File: src/rtl/timer_controller.sv
// ============================================================================
// timer_controller
// ----------------------------------------------------------------------------
// Memory-mapped programmable countdown timer for the CPU I/O bus.
//
// A prescaler divides clk down to one tick every PRESCALE clocks. A 16-bit
// counter, loaded from RELOAD, decrements once per tick. When the counter
// expires, the ready flag is set (cleared by ack). In one-shot mode the
// timer stops in DONE and drops CTRL.enable. In periodic mode it reloads
// and keeps running.
//
// Register map (addr):
//   0 STATUS  RO  {13'b0, overrun, running, ready}
//                 Writing 1 to bit2 clears overrun. Other bits are ignored.
//   1 COUNT   RO  current counter value
//   2 RELOAD  RW  16-bit reload value, sampled at LOAD and at periodic reload
//   3 CTRL    RW  {13'b0, irq_en, periodic, enable}
//
// Ports:
//   clk    in   1   system clock; all state changes on posedge
//   rst_n  in   1   asynchronous reset, active-low
//   addr   in   2   register select
//   wr     in   1   single-cycle write strobe; wdata captured at posedge
//   wdata  in  16   write data
//   rdata  out 16   combinational read data selected by addr (no side effects)
//   ack    in   1   level; clears ready at the next posedge
//   irq    out  1   ready & CTRL.irq_en
//
// Parameters:
//   PRESCALE    clocks per tick (>= 1); 1 gives a tick on every clock
//   PRESCALE_W  prescaler width; must be able to hold PRESCALE-1
//
// Build option:
//   `define TIMER_CTRL_IRQ_EN  - implements CTRL bit2 (irq_en) and drives irq.
//   Left undefined, CTRL bit2 is not stored and reads 0, irq is held at 0,
//   and software polls STATUS.
// ============================================================================
module timer_controller #(
    parameter int PRESCALE   = 50_000_000,
    parameter int PRESCALE_W = 26
) (
    input  logic        clk,
    input  logic        rst_n,
    input  logic [1:0]  addr,
    input  logic        wr,
    input  logic [15:0] wdata,
    output logic [15:0] rdata,
    input  logic        ack,
    output logic        irq
);

    // ------------------------------------------------------------------------
    // Constants and types
    // ------------------------------------------------------------------------
    typedef enum logic [1:0] {
        ST_IDLE = 2'd0,
        ST_LOAD = 2'd1,
        ST_RUN  = 2'd2,
        ST_DONE = 2'd3
    } state_t;

    localparam logic [1:0] ADDR_STATUS = 2'd0;
    localparam logic [1:0] ADDR_COUNT  = 2'd1;
    localparam logic [1:0] ADDR_RELOAD = 2'd2;
    localparam logic [1:0] ADDR_CTRL   = 2'd3;

    // Last prescaler value before wrapping. A tick is issued on this value.
    localparam logic [PRESCALE_W-1:0] PS_LAST = PRESCALE_W'(PRESCALE - 1);

    // ------------------------------------------------------------------------
    // State
    // ------------------------------------------------------------------------
    state_t                r_state;
    state_t                w_state_next;

    logic [15:0]           r_count;
    logic [15:0]           w_count_next;
    logic [15:0]           r_reload;
    logic [15:0]           w_reload_next;
    logic [PRESCALE_W-1:0] r_prescaler;
    logic [PRESCALE_W-1:0] w_prescaler_next;
    logic                  r_enable;
    logic                  w_enable_next;
    logic                  r_periodic;
    logic                  w_periodic_next;
    logic                  r_ready;
    logic                  w_ready_next;
    logic                  r_overrun;
    logic                  w_overrun_next;

    // ------------------------------------------------------------------------
    // Decoded bus strobes and timer events
    // ------------------------------------------------------------------------
    logic w_ctrl_wr;
    logic w_reload_wr;
    logic w_status_wr;
    logic w_ctrl_enable;
    logic w_tick;
    logic w_expiry;
    logic w_running;
    logic w_irq_en;
    logic w_unused_wdata;

    assign w_ctrl_wr     = wr && (addr == ADDR_CTRL);
    assign w_reload_wr   = wr && (addr == ADDR_RELOAD);
    // Clearing overrun is the only effect a STATUS write can have.
    assign w_status_wr   = wr && (addr == ADDR_STATUS) && wdata[2];
    assign w_ctrl_enable = wdata[0];

    // The prescaler only advances in RUN, so the tick is qualified with it.
    assign w_tick    = (r_state == ST_RUN) && (r_prescaler == PS_LAST);

    // Expiry happens when a tick finds count at 1 or 0. This covers
    // RELOAD=0 without underflow. A CTRL write in the same clock takes
    // priority: the timer is stopped or restarted, and the tick is dropped.
    assign w_expiry  = w_tick && !w_ctrl_wr && (r_count <= 16'd1);

    assign w_running = (r_state == ST_LOAD) || (r_state == ST_RUN);

    // Upper write-data bits have no destination in any register.
    assign w_unused_wdata = ^wdata[15:3];

    // ------------------------------------------------------------------------
    // FSM: state register
    // ------------------------------------------------------------------------
    always_ff @(posedge clk or negedge rst_n) begin
        if (!rst_n) begin
            r_state <= ST_IDLE;
        end else begin
            r_state <= w_state_next;
        end
    end

    // ------------------------------------------------------------------------
    // FSM: next-state logic
    // A CTRL write decides the state from any state except IDLE.
    // In IDLE, only enable=1 has any effect.
    // ------------------------------------------------------------------------
    always_comb begin
        w_state_next = r_state;
        case (r_state)
            ST_IDLE: begin
                if (w_ctrl_wr && w_ctrl_enable) begin
                    w_state_next = ST_LOAD;
                end
            end
            ST_LOAD: begin
                if (w_ctrl_wr) begin
                    w_state_next = w_ctrl_enable ? ST_LOAD : ST_IDLE;
                end else begin
                    w_state_next = ST_RUN;
                end
            end
            ST_RUN: begin
                if (w_ctrl_wr) begin
                    w_state_next = w_ctrl_enable ? ST_LOAD : ST_IDLE;
                end else if (w_expiry && !r_periodic) begin
                    w_state_next = ST_DONE;
                end
            end
            ST_DONE: begin
                if (w_ctrl_wr) begin
                    w_state_next = w_ctrl_enable ? ST_LOAD : ST_IDLE;
                end
            end
            default: begin
                w_state_next = ST_IDLE;
            end
        endcase
    end

    // ------------------------------------------------------------------------
    // Datapath next-value logic
    // ------------------------------------------------------------------------
    always_comb begin
        w_count_next     = r_count;
        w_prescaler_next = r_prescaler;
        w_reload_next    = r_reload;
        w_enable_next    = r_enable;
        w_periodic_next  = r_periodic;
        w_ready_next     = r_ready;
        w_overrun_next   = r_overrun;

        // Counter and prescaler
        case (r_state)
            ST_LOAD: begin
                // LOAD always takes the reload value and restarts the
                // prescaler, even if a CTRL write redirects the next state.
                w_count_next     = r_reload;
                w_prescaler_next = '0;
            end
            ST_RUN: begin
                w_prescaler_next = w_tick ? '0 : (r_prescaler + 1'b1);
                if (w_tick && !w_ctrl_wr) begin
                    if (w_expiry) begin
                        // Periodic mode uses the RELOAD value present in
                        // this clock, which may include a write made
                        // during this run.
                        w_count_next = r_periodic ? r_reload : 16'd0;
                    end else begin
                        w_count_next = r_count - 16'd1;
                    end
                end
            end
            default: begin
                // IDLE and DONE: counter and prescaler are frozen.
            end
        endcase

        // RELOAD register
        if (w_reload_wr) begin
            w_reload_next = wdata;
        end

        // CTRL register.
        // A one-shot expiry drops enable, so CTRL reads back as stopped.
        if (w_ctrl_wr) begin
            w_enable_next   = wdata[0];
            w_periodic_next = wdata[1];
        end else if (w_expiry && !r_periodic) begin
            w_enable_next = 1'b0;
        end

        // ready: an expiry beats a simultaneous ack.
        if (w_expiry) begin
            w_ready_next = 1'b1;
        end else if (ack) begin
            w_ready_next = 1'b0;
        end

        // overrun: an expiry found ready still set and not acked this clock.
        // A set in the same clock as a software clear wins, so the event is
        // not lost.
        if (w_status_wr) begin
            w_overrun_next = 1'b0;
        end
        if (w_expiry && r_ready && !ack) begin
            w_overrun_next = 1'b1;
        end
    end

    // ------------------------------------------------------------------------
    // Datapath registers
    // ------------------------------------------------------------------------
    always_ff @(posedge clk or negedge rst_n) begin
        if (!rst_n) begin
            r_count     <= '0;
            r_prescaler <= '0;
            r_reload    <= '0;
            r_enable    <= 1'b0;
            r_periodic  <= 1'b0;
            r_ready     <= 1'b0;
            r_overrun   <= 1'b0;
        end else begin
            r_count     <= w_count_next;
            r_prescaler <= w_prescaler_next;
            r_reload    <= w_reload_next;
            r_enable    <= w_enable_next;
            r_periodic  <= w_periodic_next;
            r_ready     <= w_ready_next;
            r_overrun   <= w_overrun_next;
        end
    end

    // ------------------------------------------------------------------------
    // Optional interrupt enable
    // ------------------------------------------------------------------------
`ifdef TIMER_CTRL_IRQ_EN
    logic r_irq_en;

    always_ff @(posedge clk or negedge rst_n) begin
        if (!rst_n) begin
            r_irq_en <= 1'b0;
        end else if (w_ctrl_wr) begin
            r_irq_en <= wdata[2];
        end
    end

    assign w_irq_en = r_irq_en;
`else
    assign w_irq_en = 1'b0;
`endif

    assign irq = r_ready & w_irq_en;

    // ------------------------------------------------------------------------
    // Read mux: purely combinational, so reads have no side effects.
    // ------------------------------------------------------------------------
    always_comb begin
        rdata = 16'd0;
        case (addr)
            ADDR_STATUS: rdata = {13'd0, r_overrun, w_running, r_ready};
            ADDR_COUNT:  rdata = r_count;
            ADDR_RELOAD: rdata = r_reload;
            ADDR_CTRL:   rdata = {13'd0, w_irq_en, r_periodic, r_enable};
            default:     rdata = 16'd0;
        endcase
    end

endmodule

File: config.mk
export PLATFORM = sky130hd
export DESIGN_NAME = timer_controller
export DESIGN_NICKNAME = d
export VERILOG_FILES = /design/src/rtl/timer_controller.sv
export SDC_FILE = /design/constraint.sdc
export NUM_CORES = 1
export LEC_CHECK = 0
export BUFFER_PORTS_ARGS = -buffer_cell sky130_fd_sc_hd__buf_2
export CAP_MARGIN = 20
export CORE_ASPECT_RATIO = 1.25
export CORE_UTILIZATION = 38
export CTS_CLUSTER_SIZE = 25
export DETAILED_ROUTE_END_ITERATION = 7
export HOLD_SLACK_MARGIN = 0.1
export SKIP_CTS_REPAIR_TIMING = 1
export SYNTH_ARGS = -nofsm -noshare
export SYNTH_HDL_FRONTEND = slang
export SYNTH_SLANG_ARGS = --single-unit
File: constraint.sdc
create_clock -name clk -period 2.9 [get_ports clk]
set_input_delay 0.58 -clock clk [delete_from_list [all_inputs] [get_ports clk]]
set_output_delay 0.58 -clock clk [all_outputs]
set_load 0.05 [all_outputs]
; ---- Word level (Yosys, flattened, before mapping)
; Index checks and enable logic that the tools add are counted.
[op_classes]
addsub = 2
multipliers = 0
div_mod_pow = 0
order_cmp = 1
n_eq_ne = 11
shift = 0
mux = 20
n_bitwise = 0
n_reduce_logical = 23
[ops]
columns = op, n
row1 = one-hot mux 16 bit (4 select lines), 1
row2 = one-hot mux 26 bit (2 select lines), 1
row3 = 2-to-1 mux 16 bit, 3
row4 = one-hot mux 16 bit (2 select lines), 1
row5 = adder 26 x 1 -> 26 bit (second input constant), 1
row6 = equality test 26 bit (second input constant), 1
row7 = 2-to-1 mux 26 bit, 1
row8 = <= comparator 16 x 1 -> 1 bit (second input constant), 1
row9 = subtractor 16 x 1 -> 16 bit (second input constant), 1
row10 = logical AND 1 bit, 11
row11 = 2-to-1 mux 2 bit, 5
row12 = equality test 2 bit (second input constant), 4
row13 = one-hot mux 2 bit (4 select lines), 1
row14 = nonzero test 2 bit, 4
row15 = 2-to-1 mux 1 bit, 7
row16 = != test 2 bit (second input constant), 3
row17 = equality test 2 x 1 -> 1 bit (second input constant), 2
row18 = zero test 2 bit, 2
row19 = zero test 1 bit, 3
row20 = != test 3 x 2 -> 1 bit (second input constant), 1
row21 = AND reduction 3 bit, 1
row22 = AND reduction 2 bit, 1
row23 = logical OR 1 bit, 1
[totals]
register_bits = 64
latch_bits = 0
ramBits = 0
romBits = 0
in_bits = 22
out_inout_bits = 17
wordCells = 65
memories = 0

; ---- Depth between registers and ports, before layout
; Gate-level depths: netlist (run 1).
[logic_depth]
word_depth = 9
mapped_depth = 10
ltp_nobuf = 8

; ---- Worst setup path after synthesis (run 1)
; No wires, ideal clock.
[synth_timing]
path_type = in2out
from = input port addr[1]
to = output port rdata[2]
t_arrival_ns = 2.035
t_required_ns = 2.320
setup_slack_ns = 0.285
cell_stages = 6
path_buffers = 3
cell_sequence = clkbuf_1 -> nor2b_1 -> clkbuf_1 -> clkbuf_1 -> nand2_1 -> o21ai_0
[synth_between]
elab_chain_cells = 2
elab_cells_between_ends = 5
cone_classes = eq/ne: 3 / mux: 1 / reduce/logical: 1
[synth_rtl]
columns = element, line_no
row1 = start: declaration, 44  ; input logic [1:0] addr,
row2 = "equality test 2 bit, or another cell as far along", 291  ; case (addr)
row3 = one-hot mux 16 bit (4 select lines) *, 291
row4 = end: declaration, 47  ; output logic [15:0] rdata,
; Every way passes the cells marked *; elsewhere a longest branch is shown, timed or not.

; ---- Worst setup path after layout (run 1)
[layout_timing]
from = register r_prescaler[0]
to = register r_count[15]
[layout_between]
elab_chain_cells = 7
elab_cells_between_ends = 9
cone_classes = eq/ne: 2 / mux: 3 / reduce/logical: 4
[layout_rtl]
columns = element, line_no
row1 = start: declaration, 80  ; logic [PRESCALE_W-1:0] r_prescaler;
row2 = start signal: assignment, 256  ; r_prescaler <= w_prescaler_next;
row3 = equality test 26 bit *, 111  ; assign w_tick = (r_state == ST_RUN) && (r_prescaler == PS_LAST);
row4 = logical AND 1 bit *, 111
row5 = logical AND 1 bit *, "116, 194"
row6 = logical AND 1 bit, 116  ; assign w_expiry = w_tick && !w_ctrl_wr && (r_count <= 16'd1);
row7 = 2-to-1 mux 16 bit, 195  ; if (w_expiry) begin
row8 = 2-to-1 mux 16 bit, 194  ; if (w_tick && !w_ctrl_wr) begin
row9 = one-hot mux 16 bit (2 select lines), 185  ; case (r_state)
row10 = end signal: assignment, 255  ; r_count <= w_count_next;
row11 = end: declaration, 76  ; logic [15:0] r_count;
; Every way passes the cells marked *; elsewhere a longest branch is shown, timed or not. The select of a mux whose other input is x is not followed.
; A chain may end at the register's enable or synchronous reset.

==> out/qor.yml, run 1 <==
status: "finished clean"
via_count: 3409
worstPathRequired_ns: 3.16
synth_edf_count: 0
crit_slowest_cell: "or3_1"
async_flop_share_pct: 100.0
finalWorstSetupSlack_ns: 0.4339
postPlaceCellArea_um2: 4170
yosysWarnings: 0
path_clk_slew_ns: 0.05
drive_gt1_share_pct: 21.38
critPathMaxStageDelay_ns: 0.51
power_density_nw_per_um2: 890.2
multi_input_area_um2: 2078
yosys.area_share.adder_pct: 2.602
synth-main-ff-cell: "dfrtp_1"
routed_wl_um: 9832
stdcell_area_um2: 4492
cts_inserted_buffers: 9
avgSynthCellArea_um2: 9.384
grt_pass1_wl_um: 16480
antenna_found_initial: 0
core_area_um2: 9709
cts_buffer_depth: 2
synth_compound_area_share_pct: 22.11
grt_pass1_vias: 3310
slew-limit-headroom_pct: 50.26
drt_iter0_markers: 198
fin_crit_sh_pct: 85.04
hold_violations: 0
cts.sinks: 64
synth_top_family_by_area: "compound AO/OA/AOI/OAI gates"
critPathKind: "register to register"
synthSimpleGateAreaFrac_pct: 20.98
clock_latency_ns: 0.34
grtUsageTotal_pct: 19.96
start_util_pct: 39.63
drc: 0
routedWlPerCell_um: 17.10
arrival_ns: 2.73
dp_slack_ns: 0.4743
ys_types: 62
num_rows: 40
crit_path_end_kind: "register"
register_area_um2: 1602
ios: 39
root_buffer: "clkbuf_16"
worst_pin_slew_ns: 0.7443
fmax_mhz: 405.5
setup_tns_ns: 0
path_cells: "ha_1 -> nand3_1 -> nor2_1 -> nand3_1 -> or3_1 -> or4_4 -> o211ai_2"
cp_common_cell: "nand3_1"
first_pass_iters: 6
syn-instance-count: 410
worstPathMaxFanout: 6
syn_area_um2: 3847
rsz0062_at_grt: "false"
syn_nets: 440
cts_tree: "yes"
start_kind: "register"
final_cell_mix: "dfrtp_1, nand2_1, o21ai_0, buf_2, nor2_1"
area_growth_syn_to_layout_pct: 16.75
die-area_um2: 10530
setup_violations: 0
die_width_um: 92
place_congestion: 0.8980
max_cap_viol_count: 0
ant_nets: 0
yosys-mux-area-fraction_pct: 8.228
synth_seq_cells: 64
final_common_cell: "dfrtp_1"
diodes: 0
port_buffers: 37
hold_class: "primary input to asynchronous set/reset pin"
htree_levels: 3
grt_overflow: 0
ys_seq_area_share_pct: 41.63
irDropWorstVdd_mv: 0.3045
p_leak_nw: 1.923
chipHeight_um: 114.5
finalCriticalPeriod_ns: 2.466
fin_skew_ns: 0.007679
dp_hpwl_um: 7000
nFillCells: 925
maxSlewViolCount: 0
grt_max_degree: 40
vias_per_cell: 5.929
nNetsFinal: 475
synthXorXnorAreaFrac_pct: 0
cell families (layout without fill, tap and decap cells):
logic type	after synthesis	after routing
AND/OR/NAND/NOR	152	152
AO/OA/AOI/OAI	121	121
flip-flops	64	64
buffers and inverters	37	76
multiplexers	27	27
adder cells (fa/ha/maj)	8	8
other	1	1
worst paths after layout:
kind,cells after the start,startpoint,slack [ns],endpoint
worst max-delay path,7,r_prescaler[0],0.43,r_count[15]
worst min-delay path,1,rst_n,0.25,r_prescaler[5]
worst max register to register,7,r_prescaler[0],0.43,r_count[15]
worst min register to register,2,r_ready,0.50,r_ready
max in group asynchronous,2,rst_n,2.01,r_state[1]
min in group clk,2,wdata[7],0.47,r_reload[7]
metrics by stage:
stage          hold WS, ns  power [mW]  std cells  util [%]
5_1_grt             0.3050       4.234        575     46.26
6_report            0.2535       3.999        575     46.26
3_3_place_gp        0.4825       2.785        560     42.95
4_1_cts             0.2773       4.010        575     46.26
2_1_floorplan       0.2844       2.400        410         -
3_5_place_dp        0.4893       2.813        560     42.95
state kept, by name, summed over array words and instances (netlist names):
signal	flops
r_prescaler	26
r_count	16
r_reload	16
r_state	2
r_enable	1
r_overrun	1
r_periodic	1
r_ready	1
worst max-delay path, delay by kind of cell (launching register included):
kind	cells	cell delay, ns
and+or+nand+nor	5	1.69
DFF	1	0.39
adders and majority gates	1	0.23
AOI/OAI and AO/OA	1	0.08
layer usage:
metal  vias to the layer above  GRT usage, %  share of wire, %
li1                       1612             -                 -
met5                         -             0                 0
met2                       105         33.23                50
met4                         0         8.750               1.6
met1                      1676         24.92                44
met3                        16         4.250               4.9
layout make-up:
type / count / share of cell area, %
clock buffer: 12 / 5.710
clock inverter: 3 / 1.448
inverter: 12 / 1.003
multi-input combinational: 309 / 46.27
sequential: 64 / 35.65
tap: 126 / 3.510
timing repair buffer: 49 / 6.407
cell usage after synthesis, drive strengths merged, types with 2 or more instances:
master	n	share of area, %
a21o	3	0.59
clkbuf	15	1.5
nor2	23	2.2
o211ai	3	0.72
nor2b	2	0.33
inv	11	1.1
nand3	20	2.6
a32oi	4	0.91
and2	5	0.81
nand2	43	4.2
o21a	2	0.39
and4	2	0.49
and3	7	1.1
a221o	3	0.78
nor3	9	1.2
o41ai	2	0.46
mux4	2	1.2
o31ai	9	1.8
or3	6	0.98
or2	5	0.94
a22o	15	3.4
o21ai	40	5.3
nor4	9	2.0
a31oi	4	0.81
nand4	8	1.3
buf	10	1.7
mux2i	8	2.1
nand2b	2	0.33
o2bb2ai	10	2.3
nor3b	2	0.39
mux2	17	5.0
a32o	2	0.52
nand3b	2	0.39
a21oi	14	1.8
or4	5	1.2
dfrtp	64	42
ha	8	2.6
a211o	2	0.46
o311ai	2	0.46
where the power goes:
group	internal [mW]	switching, mW
clock	0.793	0.394
combinational	0.558	0.920
sequential	1.07	0.261
total	2.42	1.58
Note: power is estimated with default switching activity, not from simulation.
==> inputs of run 2 (changes only) <==
- BUFFER_PORTS_ARGS: -buffer_cell sky130_fd_sc_hd__buf_2 -> default
- DONT_BUFFER_PORTS: default -> 1
- HOLD_SLACK_MARGIN: 0.1 -> 0.02
==> run 2 against run 1 <==
Critical endpoint unchanged. Highest routed layer unchanged. Register-to-register slack about the same. First-iteration DRC count decreased by 2.0%. Clock skew decreased by 0.0013 ns. Maximum frequency increased by 0.52%. Clock power decreased by 4%. Via count decreased by 4.4%.
==> out/qor.yml, run 2 (same netlist as run 1, synthesis figures left out) <==
status: "finished clean"
fin_crit_sh_pct: 84.60
grt_pass1_vias: 3207
grt_overflow: 0
root_buffer: "clkbuf_16"
crit_path_end_kind: "register"
place_congestion: 0.8784
multi_input_area_um2: 2078
power_density_nw_per_um2: 906.8
htree_levels: 3
fmax_mhz: 407.6
top_usage_layer: "met2"
routed_wl_um: 9591
die-area_um2: 10530
r2r_end: "r_count[15]"
path_cells: "inv_1 -> ha_1 -> and4b_1 -> and4_2 -> nand3_1 -> or3_1 -> or4_4 -> o211ai_2"
critPathKind: "register to register"
p_leak_nw: 1.794
via_count: 3258
rsz0062_at_grt: "false"
start_kind: "register"
final_common_cell: "dfrtp_1"
met2_usage_pct: 33.13
grtUsageTotal_pct: 19.68
ios: 39
drc: 0
cts_inserted_buffers: 9
ant_nets: 0
top_regs: "r_prescaler (26), r_count (16), r_reload (16)"
largest_register_ffs: 26
die_width_um: 92
r2r_cells: 8
finalPower_mw: 3.945
nFillCells: 962
num_rows: 40
path_buf_inv: 1
worst_pin_slew_ns: 0.7266
hold_violations: 0
dp_hpwl_um: 6870
irDropWorstVdd_mv: 0.3255
max_cap_viol_count: 0
core_area_um2: 9709
crit_slowest_cell: "or3_1"
cts_buffer_depth: 2
worstReg2RegStart: "r_state[0]"
crit_start: "r_state[0]"
worstPathMaxFanout: 6
final_cells: 545
cp.depth: 8
antenna_found_initial: 0
hold_class: "primary input to asynchronous set/reset pin"
first_pass_iters: 4
path_clk_slew_ns: 0.05
finalCriticalPeriod_ns: 2.453
setup_violations: 0
cp-endpoint: "r_count[15]"
worstPathRequired_ns: 3.16
ff2ff_setup_slack_ns: 0.45
critPathMaxStageDelay_ns: 0.50
drt_iter0_markers: 194
gr-usage-met3_pct: 4.316
maxSlewViolCount: 0
hold_ws_ns: 0.1272
final_cell_mix: "dfrtp_1, nand2_1, o21ai_0, nor2_1, nand3_1"
register_area_um2: 1602
cts.sinks: 64
area_growth_syn_to_layout_pct: 13.07
setup_tns_ns: 0
drive_gt1_share_pct: 15.75
vias_per_cell: 5.978
post-route-util_pct: 44.81
grt_max_degree: 65
regMostFlops: "r_prescaler"
slew-limit-headroom_pct: 51.45
use_met1_pct: 24.42
diodes: 0
nNetsFinal: 444
start_util_pct: 39.63
routedWlPerCell_um: 17.60
cts_tree: "yes"
arrival_ns: 2.71
chipHeight_um: 114.5
grt_pass1_wl_um: 16380
port_buffers: 0
clock_latency_ns: 0.34
path_delay_family: "simple AND/OR/NAND/NOR gates"
dp_cells: 528
fin_skew_ns: 0.006378
-- run 2: changes by cell type in the layout (fill, tap and decap cells not counted), sizes merged --
cell    change
buf        -31
clkbuf      -2
clkinv      +3
-- run 2: power by group --
part / switching, mW / total (mW) / internal [mW]
Combinational: 0.919 / 1.47 / 0.553
Sequential: 0.257 / 1.33 / 1.07
Clock: 0.396 / 1.14 / 0.749
-- run 2: cell type report --
cell class	count	area share, %
Timing Repair Buffer	18	3.566
Tap cell	126	3.624
Clock inverter	6	1.927
Inverter	12	1.035
Sequential cell	64	36.81
Multi-Input combinational cell	309	47.77
Clock buffer	10	5.263
-- run 2: per-stage QoR --
step	setup WS, ns	instance area, µm²
detailed placement	0.4600	4010
finish	0.4465	4350
floorplan	0.2850	3847
global route	0.2365	4350
CTS	0.4466	4323
global placement	0.5284	4010
-- run 2: worst register-to-register path, stage by stage, from the launching register on --
cell,delay [ns]
dfrtp_1,0.39
inv_1,0.13
ha_1,0.21
and4b_1,0.22
and4_2,0.26
nand3_1,0.14
or3_1,0.50
or4_4,0.44
o211ai_2,0.08
-- run 2: routing by layer --
layer	part of all wire, %	wire (µm)	up-vias
met3	4.5	432	11
li1	-	-	1559
met4	1.5	148	0
met5	0	0	-
met2	50	4843	78
met1	43	4167	1610
-- run 2: worst min path at each step --
stage          startpoint         endpoint  cells past startpoint  slack (ns)
2_1_floorplan       rst_n       r_count[0]                      0        0.28
3_3_place_gp        rst_n      r_reload[2]                      0        0.29
3_5_place_dp        rst_n        r_overrun                      0        0.29
4_1_cts             rst_n       r_count[5]                      0       -0.07
5_1_grt             rst_n  r_prescaler[16]                      1        0.15
6_report            rst_n        r_overrun                      1        0.13
